**config.mk**
```make
export PLATFORM = sky130hd
export DESIGN_NAME = fdc_gate_counter
export DESIGN_NICKNAME = d
export VERILOG_FILES = /design/src/rtl/fdc_gate_counter.sv
export SDC_FILE = /design/constraint.sdc
export NUM_CORES = 1
export LEC_CHECK = 0
export BUFFER_PORTS_ARGS = -buffer_cell sky130_fd_sc_hd__buf_4
export CELL_PAD_IN_SITES_DETAIL_PLACEMENT = 1
export CELL_PAD_IN_SITES_GLOBAL_PLACEMENT = 2
export CORE_UTILIZATION = 34
export DETAILED_ROUTE_END_ITERATION = 10
export GPL_TIMING_DRIVEN = 0
export PLACE_DENSITY_LB_ADDON = 0.1
export SLEW_MARGIN = 20
export SYNTH_ARGS = -nofsm -noshare
export SYNTH_HDL_FRONTEND = slang
export SYNTH_SLANG_ARGS = --single-unit
```
**constraint.sdc**
```tcl
create_clock -name clk -period 2.24 [get_ports clk]
set_input_delay 0.112 -clock clk [delete_from_list [all_inputs] [get_ports clk]]
set_output_delay 0.112 -clock clk [all_outputs]
set_load 0.02 [all_outputs]
```
**src/rtl/fdc_gate_counter.sv**
```systemverilog
// FDC front end: synchronises the VCO and ref pins, then counts VCO rising edges
// over a window of gate_len reference periods and presents one result per start.
module fdc_gate_counter #(
  parameter int CNT_W  = 16,
  parameter int GATE_W = 4
) (
  input  logic              clk,
  input  logic              rst_n,
  input  logic              ena,
  input  logic              vco_in,
  input  logic              ref_in,
  input  logic              start,
  input  logic [GATE_W-1:0] gate_len,
  output logic              busy,
  output logic [CNT_W-1:0]  count,
  output logic              valid,
  output logic              overflow
);

  typedef enum logic [1:0] {IDLE, ARM, MEAS, DONE} state_t;

  state_t              state, state_nxt;
  logic [2:0]          vco_sync, ref_sync;
  logic                vco_p, ref_p;
  logic [GATE_W-1:0]   gate_r, gate_nxt;
  logic [GATE_W-1:0]   ref_cnt, ref_cnt_nxt;
  logic [CNT_W-1:0]    cnt, cnt_nxt;
  logic                ovf_r, ovf_nxt;
  logic                load;

  // [0]/[1] form the two-flop synchroniser, [2] is the edge-detect history
  always_ff @(posedge clk or negedge rst_n) begin
    if (!rst_n) begin
      vco_sync <= '0;
      ref_sync <= '0;
    end else begin
      vco_sync <= {vco_sync[1:0], vco_in};
      ref_sync <= {ref_sync[1:0], ref_in};
    end
  end

  assign vco_p = vco_sync[1] & ~vco_sync[2];
  assign ref_p = ref_sync[1] & ~ref_sync[2];

  always_comb begin
    state_nxt   = state;
    gate_nxt    = gate_r;
    ref_cnt_nxt = ref_cnt;
    cnt_nxt     = cnt;
    ovf_nxt     = ovf_r;
    load        = 1'b0;
    case (state)
      IDLE: if (start) begin
        gate_nxt  = (gate_len == '0) ? GATE_W'(1) : gate_len;
        cnt_nxt   = '0;
        ovf_nxt   = 1'b0;
        state_nxt = ARM;
      end
      // window opens on this ref edge; a coincident VCO edge belongs before it
      ARM: if (ref_p) begin
        ref_cnt_nxt = '0;
        state_nxt   = MEAS;
      end
      MEAS: begin
        if (vco_p) begin
          if (&cnt) ovf_nxt = 1'b1;
          else      cnt_nxt = cnt + CNT_W'(1);
        end
        if (ref_p) begin
          if (ref_cnt == gate_r - GATE_W'(1)) begin
            state_nxt = DONE;
            load      = 1'b1;
          end else begin
            ref_cnt_nxt = ref_cnt + GATE_W'(1);
          end
        end
      end
      DONE: state_nxt = IDLE;
      default: state_nxt = IDLE;
    endcase
    if (!ena) begin
      state_nxt = IDLE;
      load      = 1'b0;
    end
  end

  always_ff @(posedge clk or negedge rst_n) begin
    if (!rst_n) begin
      state    <= IDLE;
      gate_r   <= '0;
      ref_cnt  <= '0;
      cnt      <= '0;
      ovf_r    <= 1'b0;
      count    <= '0;
      overflow <= 1'b0;
    end else begin
      state   <= state_nxt;
      gate_r  <= gate_nxt;
      ref_cnt <= ref_cnt_nxt;
      cnt     <= cnt_nxt;
      ovf_r   <= ovf_nxt;
      // result registers load on entry to DONE so count is fresh while valid is high
      if (load) begin
        count    <= cnt_nxt;
        overflow <= ovf_nxt;
      end
    end
  end

  assign valid = (state == DONE);
  assign busy  = (state != IDLE);

endmodule
```
==> metrics <==
run status complete, no violations; per-cell routed wire length 16.3 um; period utilization 96.3%; worst-path cell chain nand4_4, or4_4, clkbuf_8, nand4_2, mux2_1, mux2_2; hold crit path type input port to flip-flop; Peak Freq 464 MHz; worst r2r src cnt[11]$_DFF_PN0_; Vias 2080; post-DP HPWL 4.36 mm; clock root buffer clkbuf_8; vias in the first global route 2146; Worst Path Buf+Inv 1; Critical Path Max Stage Delay 0.57 ns; delay-heaviest family, CP simple AND/OR/NAND/NOR gates; Synth Instances 245; Warnings, synthesis 0; min cycle time layout 2.16 ns; worst setup path endpoint count[7]$_DFFE_PN0P_; static leakage 1.46 nW; # DRC 0; port buffer count 28; final WL 6.38 mm; RSZ-0062 raised after global routing no; Setup crit start cnt[11]$_DFF_PN0_; Worst path slowest cell or4_4; Layout fillers 832; FF-to-FF End count[7]$_DFFE_PN0P_; setup violators final 0; Cell Rows 31; Util after Layout 44.4%; Flop pwr share 40.4%; Slew headroom 57.1%; syn_nets 263; largest net degree at the start of global routing 51; WP data arrival 2.35 ns; GRT Residual Overflow 0; Reg2Reg Setup Slack 0.08 ns; io pins 29; Netlist cell types 54; Die Area 8070 um^2; DRT Pass-1 Iters 4; Avg Cell Area, Syn 10.7 um^2; Iter 0 DRT Violations 52; sw power 0.00114 W; first-pass GRT wire length 11.0 mm; Final Max Slew Viols 0; core area 7370 um^2; crit start category flip-flop; Slew @ Worst Pin 0.644 ns; sequential-to-total area share from yosys stat 47.7%; CTS clk-pin slew, worst paths 0.10 ns; CTS tree done; initial antenna violation count 0; drt via density 5.32; htree depth 2; Pwr Density 882 nW/um^2; share of cells above drive strength 1 31.5%; Post-synth ARST share 100%; total CTS buffers 5; CP Data Required Time 2.43 ns; Antenna Cells 0; Clock power frac 17.8%; WHS 0.0497 ns; Gate power share 41.7%; post-route ant nets 0; Max Clock Skew 0.0101 ns; Peak VDD IR 0.000265 V; total power 0.00289 W; Initial Util 35.6%; internal cell power 0.00175 W; Nets 310; CP Depth 6; GP Congestion 0.775; switch share 39.4%; r2r worst-path depth 6; die width 89.8 um; critical path endpoint category flip-flop; number of synthesized flops with an enable pin 0; cell area after synthesis 2620 um^2; Die H 89.8 um; worst-path maximum fanout 8; Synth Flop Type dfrtp_1; clk_lat worst skew 0.31 ns; P&R area growth vs syn 24.7%; Synth Register Bits 50; Max Root-Sink Buffers 2; # clock sinks 50; final hold vios 0; Total GRT Usage 17.2%; setup TNS 0 ns; critical path type flip-flop to flip-flop; max_cap viols 0
-- worst min-delay path by stage --
stage	endpoint	slack [ns]	from	depth (start not counted)
2_1_floorplan	cnt[0]$_DFF_PN0_	-0.18	rst_n	0
3_3_place_gp	state[0]$_DFFE_PN0P_	0.19	rst_n	1
3_5_place_dp	ref_sync[1]$_DFF_PN0_	0.19	rst_n	1
4_1_cts	gate_r[2]$_DFFE_PN0P_	0.04	gate_len[2]	2
5_1_grt	gate_r[2]$_DFFE_PN0P_	0.03	gate_len[2]	2
6_report	gate_r[2]$_DFFE_PN0P_	0.05	gate_len[2]	2
-- metrics by stage --
stage	cell area [um^2]	setup WS [ns]	std cells
after floorplan	2630	0.0200	245
after global placement	2970	-0.611	372
after detailed placement	2970	-0.551	372
after CTS	3200	0.0245	388
after global routing	3270	0.0153	391
final	3270	0.0838	391
-- kinds of logic (layout without fill, tap and decap cells) --
group           Yosys count  after routing  synth area share, %
compound gates           63             63                 16.1
flops                    50             50                 47.7
simple gates             71             71                 15.3
fa+ha+maj                 8              8                 3.82
mux                      23             23                 9.92
buf+inv                  20             67                 3.24
xor+xnor                 10             10                 3.86
-- cell usage after synthesis, types with 2 or more instances --
master    count  area share, %
dfrtp_1      50             48
nand2_1      24            3.4
o21ai_0      20            3.8
inv_1        13            1.9
mux2_2       11            4.7
a21oi_1      10            1.9
nor2_1       10            1.4
ha_1          8            3.8
mux2i_1       8            3.1
nor3_1        7            1.3
xor2_1        6            2.0
a22o_1        5            1.7
a31oi_1       4           0.95
a41oi_1       4            1.3
clkbuf_1      4           0.57
nand3_1       4           0.76
nand4_1       4           0.95
nand4_2       4            1.9
a21o_1        3           0.86
and3_1        3           0.72
mux2_4        3            1.7
nor2b_1       3           0.72
xnor2_1       3            1.0
and3_2        2           0.57
nand2b_1      2           0.48
o211ai_1      2           0.57
-- cells in the final DEF (no fill, tap or decap), types with 2 or more instances in the layout --
cell / Yosys / routed
o21ai_0: 20 / 17
o21ai_1: 1 / 3
buf_6: 1 / 2
nand2_1: 24 / 23
and3_1: 3 / 3
mux2_4: 3 / 3
buf_4: 0 / 36
clkbuf_2: 1 / 3
dfrtp_2: 0 / 7
a21oi_1: 10 / 10
clkinv_2: 0 / 2
nand2_2: 1 / 2
mux2_2: 11 / 11
a22o_1: 5 / 5
a21o_1: 3 / 3
xor2_1: 6 / 5
a31oi_1: 4 / 4
a41oi_1: 4 / 3
nand2b_1: 2 / 2
dlygate4sd3_1: 0 / 3
and3_2: 2 / 2
nor2_1: 10 / 10
nand4_1: 4 / 4
inv_1: 13 / 12
nand3_2: 1 / 2
mux2i_1: 8 / 7
xnor2_1: 3 / 3
nor3_1: 7 / 7
ha_1: 8 / 6
clkbuf_8: 0 / 6
dfrtp_1: 50 / 43
nand3_1: 4 / 3
nand4_4: 0 / 3
o211ai_1: 2 / 2
nor2b_1: 3 / 3
-- sequential cells by signal, summed over array words and instances (netlist names) --
| register | flops |
|---|---|
| gate_r | 4 |
| ovf_r | 1 |
| cnt | 16 |
| vco_sync | 3 |
| count | 16 |
| state | 2 |
| overflow | 1 |
| ref_sync | 3 |
| ref_cnt | 4 |
-- layout make-up --
cell class	instances	area [um^2]	share of cell area [%]
plain buffers	7	55.1	1.68
flip-flops and latches	50	1260	38.5
repair buffers	40	320	9.79
clock buffers	5	68.8	2.10
multi-input cells	175	1380	42.2
inverters	13	52.6	1.61
clock inverters	2	10.0	0.306
well taps	99	124	3.79
-- power by group through the flow --
stage | registers (W) | logic, W | clock network, W
floorplan | 0.00121 | 0.000671 | 0
global placement | 0.00118 | 0.00105 | 0
detailed placement | 0.00118 | 0.00107 | 0
CTS | 0.00117 | 0.00114 | 0.000546
global route | 0.00119 | 0.00134 | 0.000582
finish | 0.00117 | 0.00120 | 0.000515
-- per-layer routing --
layer / vias up / GRT usage [%] / wire length, um
met5: - / 0 / 0
met4: 0 / 4.92 / 74
met3: 7 / 3.13 / 180
met2: 38 / 28.7 / 3190
met1: 1044 / 22.8 / 2940
li1: 991 / - / -
-- timing repair --
| action | 4_1_cts | 5_1_grt |
|---|---|---|
| pin swaps | 2 | 3 |
| setup buffers | 6 | 3 |
| endpoints found under the hold margin | 52 | 0 |
| setup endpoints to repair | 26 | 17 |
| hold buffers | 3 | 0 |
| gates resized for setup | 16 | 16 |
No activity file was read; power rests on OpenSTA's default activity.
